`src/rtl/aes_pkg.sv`:
```
// Shared AES constants, FSM state encoding and GF(2^8) word helpers
// for the iterative key schedule and round datapath.
package aes_pkg;

    localparam int         NUM_ROUNDS = 10;
    localparam logic [7:0] RCON_FIRST = 8'h01;
    localparam logic [7:0] RCON_LAST  = 8'h36;
    localparam logic [7:0] XTIME_POLY = 8'h1B;

    typedef enum logic [1:0] {
        IDLE   = 2'd0,
        EXPAND = 2'd1,
        SERVE  = 2'd2
    } state_t;

    function automatic logic [7:0] xtime(input logic [7:0] b);
        return {b[6:0], 1'b0} ^ (b[7] ? XTIME_POLY : 8'h00);
    endfunction

    // Undo xtime: an odd value can only come from a reduced product.
    function automatic logic [7:0] inv_xtime(input logic [7:0] b);
        return b[0] ? (((b ^ XTIME_POLY) >> 1) | 8'h80) : (b >> 1);
    endfunction

    function automatic logic [31:0] rot_word(input logic [31:0] w);
        return {w[23:0], w[31:24]};
    endfunction

endpackage

```
`src/rtl/aes_sub_word.sv`:
```
// 32-bit SubWord: four parallel forward S-box lookups, shared by the
// key schedule and the encrypt round path.
module aes_sub_word (
    input  logic [31:0] word,
    output logic [31:0] subbed
);

    localparam logic [7:0] SBOX [256] = '{
        8'h63, 8'h7c, 8'h77, 8'h7b, 8'hf2, 8'h6b, 8'h6f, 8'hc5, 8'h30, 8'h01, 8'h67, 8'h2b, 8'hfe, 8'hd7, 8'hab, 8'h76,
        8'hca, 8'h82, 8'hc9, 8'h7d, 8'hfa, 8'h59, 8'h47, 8'hf0, 8'had, 8'hd4, 8'ha2, 8'haf, 8'h9c, 8'ha4, 8'h72, 8'hc0,
        8'hb7, 8'hfd, 8'h93, 8'h26, 8'h36, 8'h3f, 8'hf7, 8'hcc, 8'h34, 8'ha5, 8'he5, 8'hf1, 8'h71, 8'hd8, 8'h31, 8'h15,
        8'h04, 8'hc7, 8'h23, 8'hc3, 8'h18, 8'h96, 8'h05, 8'h9a, 8'h07, 8'h12, 8'h80, 8'he2, 8'heb, 8'h27, 8'hb2, 8'h75,
        8'h09, 8'h83, 8'h2c, 8'h1a, 8'h1b, 8'h6e, 8'h5a, 8'ha0, 8'h52, 8'h3b, 8'hd6, 8'hb3, 8'h29, 8'he3, 8'h2f, 8'h84,
        8'h53, 8'hd1, 8'h00, 8'hed, 8'h20, 8'hfc, 8'hb1, 8'h5b, 8'h6a, 8'hcb, 8'hbe, 8'h39, 8'h4a, 8'h4c, 8'h58, 8'hcf,
        8'hd0, 8'hef, 8'haa, 8'hfb, 8'h43, 8'h4d, 8'h33, 8'h85, 8'h45, 8'hf9, 8'h02, 8'h7f, 8'h50, 8'h3c, 8'h9f, 8'ha8,
        8'h51, 8'ha3, 8'h40, 8'h8f, 8'h92, 8'h9d, 8'h38, 8'hf5, 8'hbc, 8'hb6, 8'hda, 8'h21, 8'h10, 8'hff, 8'hf3, 8'hd2,
        8'hcd, 8'h0c, 8'h13, 8'hec, 8'h5f, 8'h97, 8'h44, 8'h17, 8'hc4, 8'ha7, 8'h7e, 8'h3d, 8'h64, 8'h5d, 8'h19, 8'h73,
        8'h60, 8'h81, 8'h4f, 8'hdc, 8'h22, 8'h2a, 8'h90, 8'h88, 8'h46, 8'hee, 8'hb8, 8'h14, 8'hde, 8'h5e, 8'h0b, 8'hdb,
        8'he0, 8'h32, 8'h3a, 8'h0a, 8'h49, 8'h06, 8'h24, 8'h5c, 8'hc2, 8'hd3, 8'hac, 8'h62, 8'h91, 8'h95, 8'he4, 8'h79,
        8'he7, 8'hc8, 8'h37, 8'h6d, 8'h8d, 8'hd5, 8'h4e, 8'ha9, 8'h6c, 8'h56, 8'hf4, 8'hea, 8'h65, 8'h7a, 8'hae, 8'h08,
        8'hba, 8'h78, 8'h25, 8'h2e, 8'h1c, 8'ha6, 8'hb4, 8'hc6, 8'he8, 8'hdd, 8'h74, 8'h1f, 8'h4b, 8'hbd, 8'h8b, 8'h8a,
        8'h70, 8'h3e, 8'hb5, 8'h66, 8'h48, 8'h03, 8'hf6, 8'h0e, 8'h61, 8'h35, 8'h57, 8'hb9, 8'h86, 8'hc1, 8'h1d, 8'h9e,
        8'he1, 8'hf8, 8'h98, 8'h11, 8'h69, 8'hd9, 8'h8e, 8'h94, 8'h9b, 8'h1e, 8'h87, 8'he9, 8'hce, 8'h55, 8'h28, 8'hdf,
        8'h8c, 8'ha1, 8'h89, 8'h0d, 8'hbf, 8'he6, 8'h42, 8'h68, 8'h41, 8'h99, 8'h2d, 8'h0f, 8'hb0, 8'h54, 8'hbb, 8'h16
    };

    for (genvar i = 0; i < 4; i++) begin : g_sbox
        assign subbed[8*i +: 8] = SBOX[word[8*i +: 8]];
    end

endmodule

```
`src/rtl/aes_dec_key_sched.sv`:
```
// AES-128 decrypt key schedule: expands forward once to round 10, then
// serves round keys 10..0 by inverting the key step, wrapping via a cached copy.
module aes_dec_key_sched
    import aes_pkg::*;
#(
    parameter int NUM_ROUNDS = 10,
    parameter int ROUND_W    = 4
) (
    input  logic               clk,
    input  logic               rst_n,
    input  logic               load_i,
    input  logic [127:0]       key_i,
    input  logic               key_next_i,
    output logic [127:0]       round_key_o,
    output logic [ROUND_W-1:0] round_o,
    output logic               key_valid_o,
    output logic               busy_o
);

    if (NUM_ROUNDS != aes_pkg::NUM_ROUNDS) begin : g_bad_rounds
        $error("aes_dec_key_sched supports AES-128 (10 rounds) only");
    end

    localparam logic [3:0]         LAST_CNT   = 4'(NUM_ROUNDS);
    localparam logic [ROUND_W-1:0] LAST_ROUND = ROUND_W'(NUM_ROUNDS);

    state_t             state_q, state_d;
    logic [127:0]       key_q, key_d;
    logic [127:0]       cache_q, cache_d;
    logic [7:0]         rcon_q, rcon_d;
    logic [3:0]         cnt_q, cnt_d;
    logic [ROUND_W-1:0] round_q, round_d;
    logic               valid_q, valid_d;
    logic               busy_q, busy_d;

    logic [31:0] w0, w1, w2, w3;
    logic [31:0] inv_w1, inv_w2, inv_w3;
    logic [31:0] sub_in, sub_out, t_word;
    logic [31:0] fwd_w0, fwd_w1, fwd_w2, fwd_w3;
    logic [127:0] fwd_key, inv_key;

    assign {w0, w1, w2, w3} = key_q;

    // The inverse step recovers the previous w3 first, so the single
    // SubWord unit is fed from it while serving and from w3 while expanding.
    assign inv_w3 = w3 ^ w2;
    assign inv_w2 = w2 ^ w1;
    assign inv_w1 = w1 ^ w0;
    assign sub_in = (state_q == SERVE) ? inv_w3 : w3;

    aes_sub_word u_sub_word (
        .word   (rot_word(sub_in)),
        .subbed (sub_out)
    );

    assign t_word  = sub_out ^ {rcon_q, 24'h0};
    assign fwd_w0  = w0 ^ t_word;
    assign fwd_w1  = w1 ^ fwd_w0;
    assign fwd_w2  = w2 ^ fwd_w1;
    assign fwd_w3  = w3 ^ fwd_w2;
    assign fwd_key = {fwd_w0, fwd_w1, fwd_w2, fwd_w3};
    assign inv_key = {w0 ^ t_word, inv_w1, inv_w2, inv_w3};

    always_ff @(posedge clk or negedge rst_n) begin
        if (!rst_n) begin
            state_q <= IDLE;
            key_q   <= '0;
            cache_q <= '0;
            rcon_q  <= RCON_FIRST;
            cnt_q   <= '0;
            round_q <= '0;
            valid_q <= 1'b0;
            busy_q  <= 1'b0;
        end else begin
            state_q <= state_d;
            key_q   <= key_d;
            cache_q <= cache_d;
            rcon_q  <= rcon_d;
            cnt_q   <= cnt_d;
            round_q <= round_d;
            valid_q <= valid_d;
            busy_q  <= busy_d;
        end
    end

    // A load restarts expansion from any state and takes priority over key_next_i.
    always_comb begin
        state_d = state_q;
        key_d   = key_q;
        cache_d = cache_q;
        rcon_d  = rcon_q;
        cnt_d   = cnt_q;
        round_d = round_q;
        valid_d = valid_q;
        busy_d  = busy_q;

        if (load_i) begin
            state_d = EXPAND;
            key_d   = key_i;
            rcon_d  = RCON_FIRST;
            cnt_d   = 4'd1;
            busy_d  = 1'b1;
            valid_d = 1'b0;
        end else begin
            case (state_q)
                EXPAND: begin
                    key_d  = fwd_key;
                    rcon_d = xtime(rcon_q);
                    cnt_d  = cnt_q + 4'd1;
                    if (cnt_q == LAST_CNT) begin
                        cache_d = fwd_key;
                        rcon_d  = RCON_LAST;
                        state_d = SERVE;
                        valid_d = 1'b1;
                        round_d = LAST_ROUND;
                        busy_d  = 1'b0;
                    end
                end
                SERVE: begin
                    if (key_next_i) begin
                        if (round_q != '0) begin
                            key_d   = inv_key;
                            round_d = round_q - ROUND_W'(1);
                            rcon_d  = inv_xtime(rcon_q);
                        end else begin
                            key_d   = cache_q;
                            round_d = LAST_ROUND;
                            rcon_d  = RCON_LAST;
                        end
                    end
                end
                default: ;
            endcase
        end
    end

    assign round_key_o = key_q;
    assign round_o     = round_q;
    assign key_valid_o = valid_q;
    assign busy_o      = busy_q;

endmodule

```
`config.mk`:
```
export PLATFORM = sky130hd
export DESIGN_NAME = aes_dec_key_sched
export DESIGN_NICKNAME = d
export VERILOG_FILES = /design/src/rtl/aes_pkg.sv /design/src/rtl/aes_sub_word.sv /design/src/rtl/aes_dec_key_sched.sv
export SDC_FILE = /design/constraint.sdc
export NUM_CORES = 2
export LEC_CHECK = 0
export BUFFER_PORTS_ARGS = -buffer_cell sky130_fd_sc_hd__buf_4
export CAP_MARGIN = 20
export CORE_MARGIN = 2
export CORE_UTILIZATION = 52
export CTS_CLUSTER_SIZE = 14
export DETAILED_ROUTE_END_ITERATION = 7
export PLACE_DENSITY = 0.71
export SLEW_MARGIN = 20
export SYNTH_ARGS = -nofsm -noshare
export SYNTH_HDL_FRONTEND = slang
export SYNTH_HIERARCHICAL = 1
export SYNTH_SLANG_ARGS = --single-unit
export TNS_END_PERCENT = 30
```
`constraint.sdc`:
```
create_clock -name clk -period 6.8 [get_ports clk]
set_input_delay 1.36 -clock clk [delete_from_list [all_inputs] [get_ports clk]]
set_output_delay 1.36 -clock clk [all_outputs]
set_load 0.02 [all_outputs]
```
Word level (Yosys, flattened, before mapping)
Memory sizes are Yosys's and may differ from the RTL's.
Index checks and enable logic that the tools add are counted.
W data, S select, Z words.
{"block": "totals", "latchBits": 0, "register_bits": 276, "ramBits": 0, "input_bits": 132, "elab_cells": 83, "rom_bits": 8192, "mem_count": 4}
{"name": "(name not given)", "depth": 256, "word_bits": 8, "read_ports": 1, "rd_clocked_by_memory_dff": 0, "write_ports": 0, "line": "aes_sub_word.sv:28", "rtl": "assign subbed[8*i +: 8] = SBOX[word[8*i +: 8]];"}
{"name": "(name not given)", "depth": 256, "word_bits": 8, "read_ports": 1, "rd_clocked_by_memory_dff": 0, "write_ports": 0, "line": "aes_sub_word.sv:28"}
{"name": "(name not given)", "depth": 256, "word_bits": 8, "read_ports": 1, "rd_clocked_by_memory_dff": 0, "write_ports": 0, "line": "aes_sub_word.sv:28"}
{"name": "(name not given)", "depth": 256, "word_bits": 8, "read_ports": 1, "rd_clocked_by_memory_dff": 0, "write_ports": 0, "line": "aes_sub_word.sv:28"}
{"block": "op_classes", "add_sub_neg": 2, "n_lt_le_gt_ge": 4, "n_mux": 35, "shifts": 0, "n_reduce_logical": 9, "n_bitwise": 15, "n_eq_ne": 6, "n_div": 0, "n_mul": 0}
{"operator": "$mux W128", "count": 3}
{"operator": "$pmux W128 S2", "count": 1}
{"operator": "$xor A32 B32 Y32", "count": 8}
{"operator": "$mux W8", "count": 13}
{"operator": "$ge A9 B9 Y1 const B", "count": 4}
{"operator": "$not A8 Y9", "count": 4}
{"operator": "$mux W32", "count": 1}
{"operator": "$mux W4", "count": 5}
{"operator": "$pmux W8 S2", "count": 1}
{"operator": "$pmux W4 S2", "count": 1}
{"operator": "$xor A8 B5 Y8", "count": 1}
{"operator": "$mux W1", "count": 6}
{"operator": "$mux W2", "count": 3}
{"operator": "$reduce_bool A2 Y1", "count": 3}
{"operator": "$mux W5", "count": 1}
{"operator": "$add A4 B1 Y4 const B", "count": 1}
{"operator": "$eq A4 B4 Y1 const B", "count": 1}
{"operator": "$ne A2 B2 Y1 const B", "count": 2}
{"operator": "$not A4 Y4", "count": 1}
{"operator": "$reduce_and A2 Y1", "count": 2}
{"operator": "$reduce_and A4 Y1", "count": 1}
{"operator": "$reduce_bool A4 Y1", "count": 1}
{"operator": "$sub A4 B1 Y4 const B", "count": 1}
{"operator": "$ne A3 B3 Y1 const B", "count": 1}
{"operator": "5 further kinds", "count": 5}

Longest topological paths before layout
{"block": "logic_depth", "word_depth": 13, "ltp_mapped": 25}

By module
Netlist, hierarchy kept.
{"mod": "aes_dec_key_sched", "n_inst": 1, "seq_area_each_um2": 6857.8, "cells_per_inst": 2015, "area_each_um2": 17155.2}
{"mod": "aes_sub_word", "n_inst": 1, "seq_area_each_um2": 0.0, "cells_per_inst": 2185, "area_each_um2": 13769.5}

Worst setup path before layout
Ideal clock, no wire load.
{"block": "synth_path", "path_type": "flip-flop to flip-flop", "from": "register state_q[1]", "to": "register key_q[7], in the netlist round_key_o[7]", "synth_period_minus_slack_ns": 5.989, "n_path_buf": 8, "path_slack_ns": 0.811, "stages_incl_launch_ff": 25, "t_arrival_ns": 5.867, "setup_time_ns": 0.122, "required_time_ns": 6.678, "path_cell_list": "dfrtp_1 nor2b_1 buf_2 buf_4 buf_4 buf_2 buf_2 nand2_1 xnor2_1 buf_2 inv_1 ha_1 clkbuf_1 nand2b_1 clkbuf_1 nand2_1 a22o_1 mux4_2 or2_0 a32oi_1 xnor3_1 xor2_1 nor3b_1 o21ai_0 o2111a_1"}
{"block": "synth_between", "elab_chain_len": 13, "word_cells_on_any_way": 17}
{"item": "from (decl)", "line": "aes_dec_key_sched.sv:27", "rtl": "state_t state_q, state_d;"}
{"item": "from (signal assigned)", "line": "aes_dec_key_sched.sv:75", "rtl": "state_q <= state_d;"}
{"item": "$eq A2 B2 Y1", "line": "aes_dec_key_sched.sv:49", "rtl": "assign sub_in = (state_q == SERVE) ? inv_w3 : w3;"}
{"item": "$mux W32", "line": "aes_dec_key_sched.sv:49"}
{"item": "net sub_in[25]", "line": "aes_dec_key_sched.sv:38", "rtl": "logic [31:0] sub_in, sub_out, t_word;"}
{"item": "$not A8 Y9 (implied by the code)", "line": "aes_sub_word.sv:28"}
{"item": "$mem_v2 Z256 W8"}
{"item": "$mux W8 (implied by the code) (2 in a row)", "line": "aes_sub_word.sv:28"}
{"item": "net sub_out[7]", "line": "aes_dec_key_sched.sv:38"}
{"item": "$xor A32 B32 Y32", "line": "aes_dec_key_sched.sv:56", "rtl": "assign t_word = sub_out ^ {rcon_q, 24'h0};"}
{"item": "$xor A32 B32 Y32", "line": "aes_dec_key_sched.sv:57", "rtl": "assign fwd_w0 = w0 ^ t_word;"}
{"item": "$xor A32 B32 Y32", "line": "aes_dec_key_sched.sv:58", "rtl": "assign fwd_w1 = w1 ^ fwd_w0;"}
{"item": "$xor A32 B32 Y32", "line": "aes_dec_key_sched.sv:59", "rtl": "assign fwd_w2 = w2 ^ fwd_w1;"}
{"item": "$xor A32 B32 Y32", "line": "aes_dec_key_sched.sv:60", "rtl": "assign fwd_w3 = w3 ^ fwd_w2;"}
{"item": "$pmux W128 S2", "line": "aes_dec_key_sched.sv:105", "rtl": "case (state_q)"}
{"item": "$mux W128", "line": "aes_dec_key_sched.sv:97", "rtl": "if (load_i) begin"}
{"item": "to (signal assigned)", "line": "aes_dec_key_sched.sv:76", "rtl": "key_q <= key_d;"}
{"item": "to (decl)", "line": "aes_dec_key_sched.sv:28", "rtl": "logic [127:0] key_q, key_d;"}
The timed path passes the listed nets, and every way through them passes these cells. The select of a mux whose other input is x is not followed.
A chain may end at the register's enable or synchronous reset.

Final worst setup path
{"block": "layout_path", "from": "register state_q[1]", "to": "register key_q[38], in the netlist round_key_o[38]"}
{"block": "layout_between", "elab_chain_len": 12, "word_cells_on_any_way": 16}
{"item": "$eq A2 B2 Y1", "line": "aes_dec_key_sched.sv:49"}
{"item": "$mux W32", "line": "aes_dec_key_sched.sv:49"}
{"item": "net sub_in[24]", "line": "aes_dec_key_sched.sv:38"}
{"item": "$not A8 Y9 (implied by the code)", "line": "aes_sub_word.sv:28"}
{"item": "$mem_v2 Z256 W8"}
{"item": "$mux W8 (implied by the code) (2 in a row)", "line": "aes_sub_word.sv:28"}
{"item": "net sub_out[6]", "line": "aes_dec_key_sched.sv:38"}
{"item": "$xor A32 B32 Y32", "line": "aes_dec_key_sched.sv:56"}
{"item": "$xor A32 B32 Y32", "line": "aes_dec_key_sched.sv:57"}
{"item": "$xor A32 B32 Y32", "line": "aes_dec_key_sched.sv:58"}
{"item": "$xor A32 B32 Y32", "line": "aes_dec_key_sched.sv:59"}
{"item": "$pmux W128 S2", "line": "aes_dec_key_sched.sv:105"}
{"item": "$mux W128", "line": "aes_dec_key_sched.sv:97"}
The timed path passes the listed nets, and every way through them passes these cells. The select of a mux whose other input is x is not followed.

==> run summary <==
Unrepaired setup endpoints after global routing -> no
Slew @ Worst Pin -> 1090 ps
Worst r2r src -> state_q[1]$_DFFE_PN0P_
Mapped Cells -> 4200
Most frequent cell after synthesis -> nand2_1
Min-delay src -> cache_q[122]$_DFFE_PN0P_
Initial Util -> 0.525
Vias in the first global route -> 31700
Initial DRC count -> 5412
Via Count -> 35400
Critical path type -> reg -> reg
Die width -> 248 microns
Setup ws final -> 652 ps
Endpoint type of the worst setup path -> flop
Slew HR -> 0.274
Clk slew on worst S/H paths -> 60 ps
Number of flops mapped to enable cells by yosys -> 0
Max-slew violations -> 0
Core footprint -> 0.0589 sq mm
CP startpoint -> state_q[1]$_DFFE_PN0P_
Die H -> 248 microns
Hold Path Class -> reg -> reg
Distinct cells, synth -> 102
Grt ovf -> 0
Post-DP HPWL -> 92200 microns
Crit path arrival time -> 6610 ps
TritonCTS clock tree -> done
Drt wl/cell -> 27.8 microns
First-pass GRT wire length -> 206000 microns
Largest net degree at the start of global routing -> 145
Share of Yosys cell area claimed by the top area cell type -> 0.221
Initial antenna violation count -> 12
Max clock buf depth -> 3
Final period util -> 0.904
H-tree depth -> 2
Fin Hold WS -> 479 ps
GRT busiest layer -> met2
Met2 GRT Util -> 0.631
Layout area overhead -> 10.5%
Tot GR Track Use -> 0.437
Fmax -> 163 MHz
Async S/R FF share, synth -> 1.00
DRC viols -> 0
DP Cell Count -> 4876
Avg Cell Area, Syn -> 7.36 sq um
CTS Root Cell -> clkbuf_16
Synth area leader -> dfrtp_1
GRT met3 Usage -> 0.135
TritonRoute pass-1 iters -> 7
Nets -> 4334
Ratio of cells with drive above 1 in the final layout -> 0.137
Register bit count reported by yosys -> 274
Vias per cell -> 7.17
Top area cells in the synthesized netlist -> dfrtp_1 (22%), o21ai_0 (5.8%), a21oi_1 (5.7%)
CTS Sinks -> 274
Crit Path Max Fanout -> 40
Dpl ws -> 1000 ps
Post-CTS Setup Inserts -> 0
Fin cells -> 4942
Status -> completed
Total CTS buffers -> 34
Overall routed net length -> 137000 microns
Post-CTS Hold Fix Bufs -> 0
Rows -> 89
Filler Cell Count -> 5564
Synthesized Nets -> 4395
Top Ports -> 266
Top FF cell, synth -> dfrtp_1
Die area -> 0.0614 sq mm
CTS resizes -> 0
Setup crit start kind -> flop
Ys Warns -> 6
Sequential element share of the synthesized area -> 0.222
Req. time, crit path -> 7260 ps
Minimum clock period -> 6150 ps
Top post-synthesis cells by count -> nand2_1 (417), o21ai_0 (360), a21oi_1 (353)
Final-report hold violation count -> 0
Grt met1 use -> 0.585
Clock Skew -> 33.3 ps
Antenna-violating nets left -> 0
I/O Buffers -> 265
Clk Latency, worst-skew pair -> 580 ps
Max-cap violation count -> 0
Mapped cell area -> 0.0309 sq mm
Setup TNS -> 0 ps
Setup-failing EPs final -> 0
GPL Wtd Cong -> 1.07
critical path, cell delays in order, from the launching register on:
cell      delay (ps)
dfrtp_1          530
nor2b_4          550
buf_12           300
nand2_1          150
xnor2_2          160
inv_1            280
ha_1             440
buf_4            260
or2_2            350
nand2_1          100
a211oi_1          90
nor4_1           630
a41oi_1          140
a211oi_1         540
buf_4            250
xnor2_1          130
xnor2_1          440
or3b_1           410
a32o_1           230
cells in the final DEF, fill, tap and decap left out, drive strengths merged, types with 25 or more instances in the layout:
master,n
o211ai,75
mux2i,45
inv,60
a21oi,354
dfrtp,273
o21a,30
nand2b,88
or3,33
nor3,184
nand3,89
mux4,33
buf,375
o211a,25
a2bb2oi,40
nor2,361
ha,63
nand2,419
a311oi,32
o221ai,25
a211oi,73
xor2,89
o311ai,57
nor2b,80
a221o,27
o22ai,78
o31ai,45
a31oi,92
xnor2,128
o21ai,385
clkbuf,46
and2,36
nor3b,31
metal layers:
layer | wire length [microns] | vias up
met5 | 100 | -
met4 | 8300 | 16
met3 | 18700 | 542
met2 | 58300 | 2687
met1 | 52000 | 16800
li1 | - | 15400
final timing paths:
check	end	slack, ps	cells past startpoint
max	round_key_o[38]$_DFFE_PN0P_	650	18
min	cache_q[122]$_DFFE_PN0P_	480	2
max reg2reg	round_key_o[38]$_DFFE_PN0P_	650	18
min reg2reg	cache_q[122]$_DFFE_PN0P_	480	2
max in group asynchronous	cache_q[125]$_DFFE_PN0P_	4640	2
min in group asynchronous	cache_q[3]$_DFFE_PN0P_	820	1
through the flow:
step | area [sq um] | utilization
3_3_place_gp | 33000 | 0.560
5_1_grt | 34200 | 0.580
6_report | 34200 | 0.580
3_5_place_dp | 33000 | 0.560
2_1_floorplan | 30900 | -
4_1_cts | 34100 | 0.580
flip-flops by register name, indices dropped and copies added (netlist names):
name / cells
cache_q: 128
round_key_o: 128
rcon_q: 8
cnt_q: 4
round_o: 4
state_q: 2
cell families after synthesis:
group	share of synthesized area
adder cells (fa/ha/maj)	0.0255
buffers and inverters	0.0778
flip-flops	0.222
AND/OR/NAND/NOR	0.224
XOR/XNOR	0.0736
AO/OA/AOI/OAI	0.332
multiplexers	0.0449
final cells by class:
| type | count | area [sq um] | area share |
|---|---|---|---|
| Antenna cell | 6 | 15.0 | 0.000440 |
| Clock buffer | 46 | 976 | 0.0286 |
| Tap cell | 773 | 967 | 0.0283 |
| Inverter | 62 | 233 | 0.00681 |
| Clock inverter | 14 | 185 | 0.00542 |
| Sequential cell | 274 | 6860 | 0.201 |
| Timing Repair Buffer | 375 | 2990 | 0.0875 |
| Multi-Input combinational cell | 3392 | 21900 | 0.642 |
Power is not shown: default switching activity piles up to over one toggle a cycle in this logic, so the estimate is an artifact.
